`config.mk`:
```
export PLATFORM = sky130hd
export DESIGN_NAME = l2_request_issue
export DESIGN_NICKNAME = d
export VERILOG_FILES = /design/src/rtl/l2_request_issue.sv
export SDC_FILE = /design/constraint.sdc
export NUM_CORES = 1
export LEC_CHECK = 0
export ABC_AREA = 0
export CAP_MARGIN = 10
export CORE_MARGIN = 3
export CORE_UTILIZATION = 35
export DETAILED_ROUTE_END_ITERATION = 10
export GPL_TIMING_DRIVEN = 1
export SETUP_SLACK_MARGIN = 0.1
export SYNTH_ARGS = -nofsm -noshare
export SYNTH_HDL_FRONTEND = slang
export SYNTH_SLANG_ARGS = --single-unit
```
`constraint.sdc`:
```
create_clock -name clk -period 4 [get_ports clk]
set_input_delay 1 -clock clk [delete_from_list [all_inputs] [get_ports clk]]
set_output_delay 1 -clock clk [all_outputs]
set_load 0.05 [all_outputs]
```
`src/rtl/l2_request_issue.sv`:
```
// L2 request transmitter: buffers L1 requests, issues them in enqueue order to the
// L2 arbiter, and tracks each sent request by entry ID until its response returns.
package l2_request_issue_pkg;
    localparam int L2REQ_ID_BITS = 8;

    typedef struct packed {
        logic                     valid;
        logic [L2REQ_ID_BITS-1:0] id;
        logic                     is_writeback;
        logic [31:0]              addr;
        logic [31:0]              wdata;
    } l2req_packet_t;
endpackage

module l2_request_issue
    import l2_request_issue_pkg::*;
#(
    parameter int QUEUE_DEPTH = 4,
    parameter int ID_WIDTH    = $clog2(QUEUE_DEPTH)
) (
    input  logic                clk,
    input  logic                reset,
    input  logic                enq_valid,
    input  l2req_packet_t       enq_request,
    output logic                enq_ready,
    output l2req_packet_t       l2i_request,
    input  logic                l2_ready,
    input  logic                l2_response_valid,
    input  logic [ID_WIDTH-1:0] l2_response_id,
    output logic [ID_WIDTH:0]   pending_count,
    output logic                protocol_error
);
    typedef enum logic [1:0] {
        ENTRY_FREE      = 2'd0,
        ENTRY_WAIT_SEND = 2'd1,
        ENTRY_WAIT_RESP = 2'd2
    } entry_state_t;

    localparam logic [ID_WIDTH:0] PTR_ONE = 1;

    entry_state_t        state_reg   [QUEUE_DEPTH];
    entry_state_t        state_next  [QUEUE_DEPTH];
    l2req_packet_t       payload_reg [QUEUE_DEPTH];
    logic [ID_WIDTH-1:0] fifo_reg    [QUEUE_DEPTH];
    logic [ID_WIDTH:0]   wr_ptr_reg;
    logic [ID_WIDTH:0]   rd_ptr_reg;
    logic                protocol_error_reg;
    logic                protocol_error_next;

    logic [QUEUE_DEPTH-1:0] free_vec;
    logic [ID_WIDTH-1:0]    alloc_idx;
    logic [ID_WIDTH-1:0]    head_idx;
    logic                   fifo_empty;
    logic                   do_enq;
    logic                   do_send;
    logic                   resp_hit;

    generate
        for (genvar gi = 0; gi < QUEUE_DEPTH; gi++) begin : g_free
            assign free_vec[gi] = (state_reg[gi] == ENTRY_FREE);
        end
    endgenerate

    // Lowest-index free entry wins allocation.
    always_comb begin
        alloc_idx = '0;
        for (int i = QUEUE_DEPTH - 1; i >= 0; i--) begin
            if (free_vec[i]) alloc_idx = ID_WIDTH'(i);
        end
    end

    assign enq_ready  = |free_vec;
    assign fifo_empty = (wr_ptr_reg == rd_ptr_reg);
    assign head_idx   = fifo_reg[rd_ptr_reg[ID_WIDTH-1:0]];
    assign do_enq     = enq_valid && enq_ready;
    assign do_send    = !fifo_empty && l2_ready;
    assign resp_hit   = (state_reg[l2_response_id] == ENTRY_WAIT_RESP);

    // Enqueue, send and response always hit distinct entries, so order is irrelevant.
    always_comb begin
        for (int i = 0; i < QUEUE_DEPTH; i++) begin
            state_next[i] = state_reg[i];
            if (do_enq && alloc_idx == ID_WIDTH'(i))
                state_next[i] = ENTRY_WAIT_SEND;
            if (do_send && head_idx == ID_WIDTH'(i))
                state_next[i] = ENTRY_WAIT_RESP;
            if (l2_response_valid && resp_hit && l2_response_id == ID_WIDTH'(i))
                state_next[i] = ENTRY_FREE;
        end
        protocol_error_next = protocol_error_reg | (l2_response_valid && !resp_hit);
    end

    always_ff @(posedge clk or negedge reset) begin
        if (!reset) begin
            for (int i = 0; i < QUEUE_DEPTH; i++) state_reg[i] <= ENTRY_FREE;
            wr_ptr_reg         <= '0;
            rd_ptr_reg         <= '0;
            protocol_error_reg <= 1'b0;
        end else begin
            for (int i = 0; i < QUEUE_DEPTH; i++) state_reg[i] <= state_next[i];
            if (do_enq)  wr_ptr_reg <= wr_ptr_reg + PTR_ONE;
            if (do_send) rd_ptr_reg <= rd_ptr_reg + PTR_ONE;
            protocol_error_reg <= protocol_error_next;
        end
    end

    // Payload and index storage carry no reset; contents are qualified by entry state.
    always_ff @(posedge clk) begin
        if (do_enq) begin
            payload_reg[alloc_idx]                  <= enq_request;
            fifo_reg[wr_ptr_reg[ID_WIDTH-1:0]]      <= alloc_idx;
        end
    end

    always_comb begin
        l2i_request       = payload_reg[head_idx];
        l2i_request.valid = !fifo_empty;
        l2i_request.id    = L2REQ_ID_BITS'(head_idx);
    end

    always_comb begin
        pending_count = '0;
        for (int i = 0; i < QUEUE_DEPTH; i++) begin
            if (!free_vec[i]) pending_count = pending_count + PTR_ONE;
        end
    end

    assign protocol_error = protocol_error_reg;

endmodule

```
Yosys cells after proc, flatten, opt, wreduce, memory -nomap -nowiden
Memory sizes are Yosys's and may differ from the RTL's. Cells that the tools add are included.

Add/sub/neg operators: 5. Order comparisons: 1. Equality and inequality tests: 11. Muxes and demuxes: 25. Bitwise logic cells: 2. Reduce and logical (&&, ||, !) cells: 30.

Operators with widths (count): $mux 2 (18); $logic_and 1x1->1 (16); $add 3x1->3 const B (5); $eq 2x2->1 const B (7); $logic_not 2->1 (7); $reduce_bool 3->1 (4); $mux 3 (3); $eq 2x1->1 const B (3); $bmux 2 s2 (1); $reduce_or 4->1 (1); $eq 3x3->1 (1); $ge 3x3->1 const B (1); $mux 1 (3); $not 2->3 (1); $logic_not 1->1 (2); $or 1x1->1 (1).

Bits in registers: 15. Bits in writable memories: 304. Input port bits: 81. Output and inout bits: 79. Memories kept: 2.

Memory list: payload_reg (depth 4, width 74, read ports 1, clocked after memory_dff 0, write ports 1, line 43) `l2req_packet_t payload_reg [QUEUE_DEPTH];`; fifo_reg (depth 4, width 2, read ports 1, clocked after memory_dff 0, write ports 1, line 44) `logic [ID_WIDTH-1:0] fifo_reg [QUEUE_DEPTH];`.

Depth between registers and ports, before layout
Gate-level depths: netlist of the first run.

Depth in word-level cells: 10. Mapped depth: 8. Depth with buffers taken out: 8.

Worst setup path after synthesis of the first run
Ideal clock, no wire load.

Kind: input to register. Start: in enq_valid. End: reg state_reg[0] (netlist bit). Library setup time: 0.076 ns. Data arrival time: 4.338 ns. Required time: 3.924 ns. Setup slack: -0.413 ns. Stages on the path: 3. Buffers on the path: 0. Cell sequence: nand3b_1 nor2_1 o32a_1.

Longest elaborated chain between the ends: 3.

Ends and longest elaborated chain: start: declaration (line 23) `input logic enq_valid,`; $logic_and 1x1->1 (line 75) `assign do_enq = enq_valid && enq_ready;`; $logic_and 1x1->1 (line 83) `if (do_enq && alloc_idx == ID_WIDTH'(i))`; $reduce_bool 3->1 (no source line); end: declaration (line 41) `entry_state_t state_reg [QUEUE_DEPTH];`.

No other way between the ends. A chain may end at the register's enable or synchronous reset.

==> results.env, run 1 <==
GP_CONGESTION=0.747
DRT-INITIAL-DRC-COUNT=208
LARGEST_REG_FLOPS=260
FLOORPLAN.INITIALDENSITY=0.361
SYN-CELL-AREA_UM2=11200
GRT_ANTENNA_BEFORE_REPAIR=1
CP_MAX_FO=37
SLEW_AT_THE_PIN_CLOSEST_TO_ITS_MAX_SLEW_LIMIT_NS=0.714
CTS_BUFFERS=30
FMAX_MHz=266
TIMING_HOLD_VIOLATIONS_FINAL=0
CP.ARRIVAL_NS=2.75
SKEW_NS=0.0125
AVGROUTEDWIREPERCELL_UM=18.0
CTS.ROOT.BUFFER_CELL='sky130_fd_sc_hd__clkbuf_16'
FP.DIEH_UM=185
DIE_EXTENT_IN_X_UM=185
YOSYSWARNINGS=0
DRC_ERRORS=0
GRT_USAGE=0.123
CTSLONGESTPATHBUFFERS=3
FINAL_COMMON_CELL='sky130_fd_sc_hd__edfxtp_1'
SYN_AREA_CELL_UM2=18.9
CTS_SETUP_BUFFERS=0
CP_CLASS='flip-flop to primary output'
NUMBER_OF_DETAILED_ROUTE_ITERATIONS_IN_THE_FIRST_PASS=4
ASYNC_RESET_FF_FRAC=0.0530
IO_BUFFER_COUNT=144
VIAS_PER_CELL=4.77
PLACE.DETAILED.INSTANCES=1122
CLOCK_SINK_COUNT=283
TIMING.FINAL.CRIT_PERIOD_NS=3.75
DETAILEDPLACEMENTHPWL_UM=12200
GRT_REMAINING_OVERFLOW=0
FINALSETUPVIOLATIONS=0
STARTPOINT_TYPE='flip-flop'
DESIGN.CORE.AREA_UM2=31100
WORST_SETUP_HOLD_PATH_CLK_SLEW_NS=0.06
CAP_VIOLATIONS=0
GRT_START_MAX_NET_PINS=66
YS.FLOP_TYPE='sky130_fd_sc_hd__edfxtp_1'
WORSTSETUPENDPOINTTYPE='primary output'
GRT_PASS1_VIAS=5739
RELSLEWSLACK=0.522
SEQ_AREA_FRAC_SYNTH=0.750
YOSYS.CELL_TYPES.COUNT=43
GRT_PASS1_WL_UM=32200
SYNTHCELLS=595
WORST_SKEW_PAIR.LATE_LATENCY_NS=0.54
LAYOUT.NETS=849
TRITONCTS='yes'
NUM_IO_PINS=160
RUN_STATUS='complete, no violations'
HOLD_PATH.CLASS='flip-flop to flip-flop'
FLOW.AREA_GROWTH_FROM_SYNTHESIS_PCT=31.4
POST_ROUTE_ANT_NETS=0
SYNTH-SEQ-CELLS=283
FLOORPLAN.DIE_AREA_UM2=34300
FINAL_CELLS=1176
TIMING.FINAL.CRIT_SHARE=0.938
DRIVE_ABOVE_1_SHARE=0.180
RSZ0062_AT_GRT='no'
LAYOUT_COMMON_CELLS='268 x sky130_fd_sc_hd__edfxtp_1, 188 x sky130_fd_sc_hd__mux2i_1, 75 x sky130_fd_sc_hd__clkdlybuf4s50_1, 66 x sky130_fd_sc_hd__buf_12, 31 x sky130_fd_sc_hd__clkbuf_16'
FINAL-MAX-SLEW-VIOLATION-COUNT=0
FP-ROW-COUNT=64
CTS_MAX_LEVEL=1
WL_UM=21200
NUM_VIAS=5605
SYNTH_ENABLE_FLOP_CELLS=268
SETUP-TNS-FINAL_NS=0
CP.REQUIRED_NS=3.00
-- final cells by class --
class / instances / area (um2)
Inverter: 6 / 30.0
Timing Repair Buffer: 156 / 2250
Sequential cell: 283 / 8420
Clock buffer: 38 / 802
Antenna cell: 1 / 2.50
Clock inverter: 14 / 108
Tap cell: 396 / 495
Multi-Input combinational cell: 282 / 2650
Fill cell: 2621 / 16300
-- path summary, 6_finish.rpt --
path	depth (start not counted)	startpoint	slack, ns	to
hold / removal	1	protocol_error	0.47	protocol_error
setup / recovery	5	rd_ptr_reg[0]	0.25	l2i_request[21]
min in group asynchronous	1	reset	0.90	state_reg[7]
max in group asynchronous	1	reset	2.61	rd_ptr_reg[0]
hold reg to reg	1	protocol_error	0.47	protocol_error
setup reg to reg	5	state_reg[4]	1.55	payload_reg[1][16]
-- worst max-delay path, cell delays in order (launching register included) --
cell,delay [ns]
sky130_fd_sc_hd__dfrtp_2,0.47
sky130_fd_sc_hd__mux4_2,0.65
sky130_fd_sc_hd__inv_4,0.21
sky130_fd_sc_hd__buf_16,0.29
sky130_fd_sc_hd__mux2i_1,0.36
sky130_fd_sc_hd__buf_12,0.18
-- routing by layer --
layer  track usage  share of wire
met5             0              0
met4        0.0330          0.027
met3        0.0310          0.055
met2         0.216           0.51
met1         0.151           0.41
-- cells by family (layout without fill, tap and decap cells) --
family / after synthesis / after routing / synth area share
and+or+nand+nor: 37 / 37 / 0.0168
xor gates and xnor gates: 10 / 10 / 0.00780
buffers and inverters: 35 / 214 / 0.0201
DFF: 283 / 283 / 0.750
AOI/OAI and AO/OA: 19 / 19 / 0.0125
other: 1 / 7 / 0.000334
adders and majority gates: 9 / 9 / 0.0100
muxes: 201 / 201 / 0.182
-- synth_stat cells (3+ instances only) --
cell type / n / share of area
sky130_fd_sc_hd__or2_2: 3 / 0.0017
sky130_fd_sc_hd__and3_1: 5 / 0.0028
sky130_fd_sc_hd__buf_4: 16 / 0.011
sky130_fd_sc_hd__xor2_1: 6 / 0.0047
sky130_fd_sc_hd__inv_1: 4 / 0.0013
sky130_fd_sc_hd__buf_6: 3 / 0.0030
sky130_fd_sc_hd__a21oi_1: 4 / 0.0018
sky130_fd_sc_hd__xnor2_1: 4 / 0.0031
sky130_fd_sc_hd__edfxtp_1: 268 / 0.72
sky130_fd_sc_hd__ha_1: 9 / 0.010
sky130_fd_sc_hd__dfrtp_1: 15 / 0.033
sky130_fd_sc_hd__nor2_1: 10 / 0.0033
sky130_fd_sc_hd__buf_2: 9 / 0.0040
sky130_fd_sc_hd__nand2_1: 7 / 0.0023
sky130_fd_sc_hd__mux2i_1: 195 / 0.17
-- what timing repair did --
item | 4_1_cts | 5_1_grt
hold buffers | 0 | 0
gates resized for setup | 14 | 5
setup endpoints to repair | 67 | 3
gates cloned | 1 | 0
-- through the flow --
stage / instance area (um2) / worst slack, ns / utilization / hold WS (ns)
after floorplan: 11300 / 0.428 / - / 0.460
after global placement: 13800 / 0.451 / 0.444 / 0.456
after detailed placement: 13800 / 0.394 / 0.444 / 0.457
after CTS: 14800 / 0.0831 / 0.475 / 0.478
after global routing: 14800 / 0.110 / 0.475 / 0.511
final: 14800 / 0.247 / 0.475 / 0.475
Power of run 1 is left out: the tool's default activity adds up to more than one toggle a clock period on the data nets, which glitch-free logic cannot reach.
==> inputs of run 2 (changes only) <==
ABC_CLOCK_PERIOD_IN_PS = 4500   (was default)
CTS_CLUSTER_DIAMETER = 60   (was default)
clock period = 4.5 ns   (was 4 ns; I/O delays follow)
==> run 2 against run 1 <==
Effect of this change:
- register-to-register slack improved by 0.47 ns
- wire length fell by 1.1%
- hold slack is essentially flat
- sequential cell count unchanged
- utilization down 1.5 points
- setup slack lost 0.031 ns
- die area is the same
- count of clock-buffer cells in the layout up 9
- clock skew is 0.0032 ns lower
- critical endpoint is now l2i_request[46]
- largest cell class unchanged
==> results.env, run 2 (same netlist as run 1, synthesis figures left out) <==
NUM_VIAS=5598  # -0.12%
GRT_REMAINING_OVERFLOW=0  # unchanged
WORST_PATH_LARGEST_CELL_DELAY_NS=0.83  # +0.18 ns
FLOORPLAN.DIE_AREA_UM2=34300  # unchanged
FINALSETUPVIOLATIONS=0  # unchanged
RSZ0062_AT_GRT='no'
GRT_ANTENNA_BEFORE_REPAIR=2  # +1
LARGEST_REG_FLOPS=260  # unchanged
CRITICAL_PATH_BUF_INV_COUNT=3  # unchanged
USE_MET3=0.0377  # +0.00668
CRITICAL_PATH.TOP_DELAY_FAMILY='buffers and inverters'
MULTI_INPUT_COMB_AREA_UM2=2630  # -0.99%
CTS_MAX_LEVEL=2  # +1
CP_CLASS='flip-flop to primary output'
TRITONCTS='yes'
FMAX_MHz=233
DETAILEDPLACEMENTHPWL_UM=12500  # +2.9%
DRIVE_ABOVE_1_SHARE=0.116  # -0.0634
IO_BUFFER_COUNT=144  # unchanged
STARTPOINT_TYPE='flip-flop'
REG2REG_SLACK_NS=2.02  # +0.47 ns
CTS_BUFFERS=34  # +13%
GR-USAGE-MET1=0.144  # -0.00697
DIE_EXTENT_IN_X_UM=185  # unchanged
GRT_USAGE=0.121  # -0.00172
CAP_VIOLATIONS=0  # unchanged
CTS_HOLD_BUF=0  # unchanged
WORST_SETUP_HOLD_PATH_CLK_SLEW_NS=0.05  # about the same
FINAL-MAX-SLEW-VIOLATION-COUNT=0  # unchanged
LAYOUT.NETS=857  # +0.94%
CLOCK_SINK_COUNT=283  # unchanged
FLOORPLAN.INITIALDENSITY=0.361  # unchanged
FP-ROW-COUNT=64  # unchanged
RUN_STATUS='complete, no violations'
RELSLEWSLACK=0.495  # -0.0270
GP_CONGESTION=0.717  # -4.0%
NUM_IO_PINS=160  # unchanged
TIMING.FINAL.CRIT_PERIOD_NS=4.28
SKEW_NS=0.00927  # -0.00319 ns
ANTENNA_CELLS_INSERTED=0  # -1
TIMING.CRITICAL_PATH.CELLS='mux4_2 -> inv_4 -> buf_12 -> mux2i_1 -> clkdlybuf4s50_1'
CTSLONGESTPATHBUFFERS=3  # unchanged
FINAL_COMMON_CELL='sky130_fd_sc_hd__edfxtp_1'
DRT-INITIAL-DRC-COUNT=249  # +20%
DRC_ERRORS=0  # unchanged
TIMING.FINAL.CRIT_SHARE=0.952
FLOW.AREA_GROWTH_FROM_SYNTHESIS_PCT=27.2
FILL_CELL_INSTANCE_COUNT_OF_THE_FINAL_LAYOUT=2705  # +3.2%
FP.DIEH_UM=185  # unchanged
LAYOUT_COMMON_CELLS='268 x sky130_fd_sc_hd__edfxtp_1, 195 x sky130_fd_sc_hd__mux2i_1, 80 x sky130_fd_sc_hd__clkdlybuf4s50_1, 41 x sky130_fd_sc_hd__dlygate4sd2_1, 37 x sky130_fd_sc_hd__clkbuf_16'
CRITICAL_PATH.SLOWEST_CELL='sky130_fd_sc_hd__clkdlybuf4s50_1'
WL_UM=21000  # -1.1%
WORSTSETUPENDPOINTTYPE='primary output'
CTS.ROOT.BUFFER_CELL='sky130_fd_sc_hd__clkbuf_16'
HOLD_PATH.CLASS='flip-flop to flip-flop'
TIMING_HOLD_VIOLATIONS_FINAL=0  # unchanged
GRT_PASS1_VIAS=5748  # +0.16%
CTS_SETUP_BUFFERS=0  # unchanged
AVGROUTEDWIREPERCELL_UM=17.7  # -2.0%
CP_MAX_FO=30  # -19%
POST_ROUTE_ANT_NETS=0  # unchanged
WORST_SKEW_PAIR.LATE_LATENCY_NS=0.49  # -0.05 ns
GLOBAL_ROUTE.USAGE.MET2=0.210  # -0.00515
CP.REQUIRED_NS=3.38  # +0.38 ns
GLOBALROUTE.BUSIESTLAYER='met2'
CP.ARRIVAL_NS=3.16  # +0.41 ns
VIAS_PER_CELL=4.72  # -1.1%
SLEW_AT_THE_PIN_CLOSEST_TO_ITS_MAX_SLEW_LIMIT_NS=0.755  # +0.0404 ns
AREA.SEQUENTIAL_UM2=8420  # about the same
SETUP-TNS-FINAL_NS=0  # unchanged
GRT_START_MAX_NET_PINS=45  # -32%
FINISH.UTILIZATION=0.460  # -0.0154
NUMBER_OF_DETAILED_ROUTE_ITERATIONS_IN_THE_FIRST_PASS=4  # unchanged
GRT_PASS1_WL_UM=31900  # -1.0%
DESIGN.CORE.AREA_UM2=31100  # unchanged
[run 2: cell count changes in the layout (fill, tap and decap cells not counted), sizes merged, moves of 3 or more]
cell | previous run | this run
clkinv | 12 | 9
dlymetal6s2s | 0 | 9
buf | 76 | 26
clkdlybuf4s50 | 75 | 80
dlygate4sd2 | 2 | 41
clkbuf | 40 | 50
[run 2: routing by layer]
metal / part of all wire / wire length, um
met1: 0.41 / 8660
met5: 0.0011 / 24
met3: 0.067 / 1400
met2: 0.50 / 10500
met4: 0.020 / 426
[run 2: timing repair]
item	CTS	global route
hold endpoints to repair	0	0
setup endpoints to repair	45	14
pin swaps	0	0
resized for setup	45	17
[run 2: cell type report]
class / instances / area share
Clock buffer: 47 / 0.0689
Clock inverter: 13 / 0.0102
Timing Repair Buffer: 160 / 0.111
Sequential cell: 283 / 0.590
Tap cell: 396 / 0.0347
Multi-Input combinational cell: 282 / 0.184
Inverter: 6 / 0.00210
[run 2: metrics by stage]
step	hold WS [ns]	instances	instance area (um2)	worst slack [ns]
6_report	0.475	1187	14300	0.216
3_3_place_gp	0.473	1127	13200	0.395
5_1_grt	0.515	1187	14300	0.101
4_1_cts	0.488	1187	14300	0.108
3_5_place_dp	0.463	1127	13200	0.403
2_1_floorplan	0.460	600	11300	0.829
[run 2: path summary, 6_finish.rpt]
kind | from | cells past startpoint | endpoint
max in group asynchronous | reset | 1 | rd_ptr_reg[2]
min in group asynchronous | reset | 1 | protocol_error
worst max-delay path | rd_ptr_reg[0] | 5 | l2i_request[46]
worst min register to register | protocol_error | 1 | protocol_error
worst min-delay path | protocol_error | 1 | protocol_error
worst max register to register | state_reg[4] | 5 | payload_reg[1][20]
Power of run 2 is left out for the same reason.
==> inputs of run 3 (changes only) <==
CORE_ASPECT_RATIO = 1.1   (was default)
==> run 3 against run 2 <==
Effect of this change:
- sequential share of layout area increased by 0.51 points
- critical path type unchanged
- critical path depth increased by 2
- wire length decreased by 0.78%
- first-iteration DRC count increased by 14%
- global-route usage about the same
- cell count increased by 1.6%
- maximum frequency increased by 1.1%
- non-clock buffer count unchanged
- highest routed layer is now met4
- die area about the same
- clock skew increased by 0.010 ns
- critical endpoint is now l2i_request[23]
- setup slack improved by 0.048 ns
==> results.env, run 3 (same netlist as run 1, synthesis figures left out) <==
RUN_STATUS='complete, no violations'
DESIGN_AREA_UM2=14200  # -0.85%
STARTPOINT_TYPE='flip-flop'
FILL_CELL_INSTANCE_COUNT_OF_THE_FINAL_LAYOUT=2763  # +2.1%
POSTPLACECELLAREA_UM2=13200  # +0.21%
USE_MET3=0.0266  # -0.0111
SKEW_NS=0.0194  # +0.0101 ns
MIN-DELAY-START='protocol_error'
CTS_BUFFERS=30  # -12%
FINALSETUPVIOLATIONS=0  # unchanged
NUMBER_OF_CELLS_ON_THE_WORST_HOLD_PATH=1  # unchanged
R2R_END='payload_reg[1][22]'
RELSLEWSLACK=0.509  # +0.0139
TIMING_HOLD_VIOLATIONS_FINAL=0  # unchanged
NUM_VIAS=5552  # -0.82%
CRITICAL-PATH-TOP-CELL-BY-COUNT='sky130_fd_sc_hd__mux2i_1'
WORST_SETUP_HOLD_PATH_CLK_SLEW_NS=0.06  # about the same
DRC_ERRORS=0  # unchanged
FINAL-MAX-SLEW-VIOLATION-COUNT=0  # unchanged
GLOBAL_ROUTE.USAGE.MET2=0.218  # +0.00727
DETAILEDPLACEMENTHPWL_UM=12900  # +3.1%
GR-USAGE-MET1=0.146  # +0.00200
CP.REQUIRED_NS=3.38  # about the same
WORST_SKEW_PAIR.LATE_LATENCY_NS=0.55  # +0.06 ns
DRIVE_ABOVE_1_SHARE=0.122  # +0.00583
TIMING.FINAL.CRIT_PERIOD_NS=4.24  # -0.0484 ns
HOLD_PATH.CLASS='flip-flop to flip-flop'
REG2REG_SLACK_NS=1.87  # -0.15 ns
CP.ARRIVAL_NS=3.11  # -0.05 ns
NUMBER_OF_DETAILED_ROUTE_ITERATIONS_IN_THE_FIRST_PASS=4  # unchanged
VIAS_PER_CELL=4.60  # -2.4%
POST_ROUTE_ANT_NETS=0  # unchanged
DIE_EXTENT_IN_X_UM=177  # -4.5%
WORSTSETUPENDPOINTTYPE='primary output'
FLOORPLAN.DIE_AREA_UM2=34300  # about the same
NUM_IO_PINS=160  # unchanged
GRT_PASS1_VIAS=5910  # +2.8%
CTS.ROOT.BUFFER_CELL='sky130_fd_sc_hd__clkbuf_16'
CTS_MAX_LEVEL=1  # -1
WL_UM=20800  # -0.78%
ANTENNA_CELLS_INSERTED=0  # unchanged
LARGEST_REG_FLOPS=260  # unchanged
CP_MAX_FO=36  # +20%
FP.DIEH_UM=194  # +4.7%
FF2FF_PATH_DEPTH=6  # +1
CP_CLASS='flip-flop to primary output'
CTS_HOLD_BUF=0  # unchanged
TRITONCTS='yes'
SETUP-TNS-FINAL_NS=0  # unchanged
LAYOUT.NETS=853  # -0.47%
FP-ROW-COUNT=68  # +6.3%
CTSLONGESTPATHBUFFERS=3  # unchanged
FLOORPLAN.INITIALDENSITY=0.357  # -0.00471
GP_CONGESTION=0.734  # +2.5%
DRT-INITIAL-DRC-COUNT=285  # +14%
CRITICAL_PATH_BUF_INV_COUNT=3  # unchanged
CAP_VIOLATIONS=0  # unchanged
TIMING.CRITICAL_PATH.CELLS='mux2_4 -> mux2i_4 -> inv_6 -> buf_12 -> mux2i_1 -> mux2i_1 -> dlygate4sd2_1'
FINAL_COMMON_CELL='sky130_fd_sc_hd__edfxtp_1'
ORIGIN_OF_THE_CRITICAL_FLOP_TO_FLOP_PATH='state_reg[6]'
TIMING.FINAL.CRIT_SHARE=0.941  # -0.0108
STARTPOINT='rd_ptr_reg[0]'
GRT_USAGE=0.121  # -0.000193
GRT_START_MAX_NET_PINS=41  # -8.9%
CLOCK_SINK_COUNT=283  # unchanged
WORST_PATH_LARGEST_CELL_DELAY_NS=0.55  # -0.28 ns
RSZ0062_AT_GRT='no'
GLOBALROUTE.BUSIESTLAYER='met2'
FMAX_MHz=236  # +1.1%
HOLD-PATH-ENDPOINT='protocol_error'
AVGROUTEDWIREPERCELL_UM=17.3  # -2.3%
DESIGN.CORE.AREA_UM2=31500  # +1.3%
GRT_REMAINING_OVERFLOW=0  # unchanged
CRITICAL_PATH.TOP_DELAY_FAMILY='buffers and inverters'
FLOW.AREA_GROWTH_FROM_SYNTHESIS_PCT=26.1
CRITICAL_PATH.SLOWEST_CELL='sky130_fd_sc_hd__dlygate4sd2_1'
IO_BUFFER_COUNT=144  # unchanged
GRT_ANTENNA_BEFORE_REPAIR=0  # -2
LAYOUT_COMMON_CELLS='268 x sky130_fd_sc_hd__edfxtp_1, 195 x sky130_fd_sc_hd__mux2i_1, 78 x sky130_fd_sc_hd__clkdlybuf4s50_1, 48 x sky130_fd_sc_hd__dlygate4sd2_1, 31 x sky130_fd_sc_hd__clkbuf_16'
SLEW_AT_THE_PIN_CLOSEST_TO_ITS_MAX_SLEW_LIMIT_NS=0.734  # -0.0208 ns
GRT_PASS1_WL_UM=32700  # +2.7%
## run 3: worst reg2reg max path: cells and delay by family, from the launching register on
family          cells  cell delay, ns
simple gates        2            0.95
buf+inv             2            0.43
fa+ha+maj           1            0.24
flops               1            0.40
compound gates      1            0.23
## run 3: routing by layer
| layer | share of wire | up-vias | routed length (um) |
|---|---|---|---|
| met4 | 0.017 | 0 | 359 |
| met3 | 0.052 | 28 | 1090 |
| met5 | 0 | - | 0 |
| li1 | - | 2653 | - |
| met1 | 0.41 | 2749 | 8620 |
| met2 | 0.52 | 122 | 10800 |
## run 3: how the worst max path moves through the flow
stage / endpoint / cells after the start / slack [ns]
floorplan: l2i_request[35] / 6 / 0.83
global placement: l2i_request[51] / 5 / 0.48
detailed placement: l2i_request[26] / 7 / 0.49
CTS: l2i_request[64] / 6 / 0.13
global route: l2i_request[21] / 7 / 0.10
finish: l2i_request[23] / 7 / 0.26
## run 3: layout make-up
type,count,area (um2),share of cell area
Sequential cell,283,8420,0.595
Multi-Input combinational cell,282,2620,0.185
Timing Repair Buffer,160,1560,0.110
Clock buffer,36,815,0.0575
Tap cell,420,526,0.0371
Clock inverter,19,186,0.0132
Inverter,6,30.0,0.00212
## run 3: through the flow
step,util,hold WS (ns),setup WS (ns),instances
finish,0.450,0.460,0.264,1206
global route,0.450,0.502,0.104,1206
CTS,0.450,0.462,0.132,1206
detailed placement,0.420,0.444,0.490,1151
global placement,0.420,0.447,0.483,1151
floorplan,-,0.460,0.829,600
## run 3: timing repair
| item | 4_1_cts | 5_1_grt |
|---|---|---|
| setup endpoints to repair | 52 | 7 |
| resized for setup | 52 | 9 |
| pin swaps | 0 | 0 |
| setup buffers | 0 | 0 |
Power of run 3 is left out for the same reason.
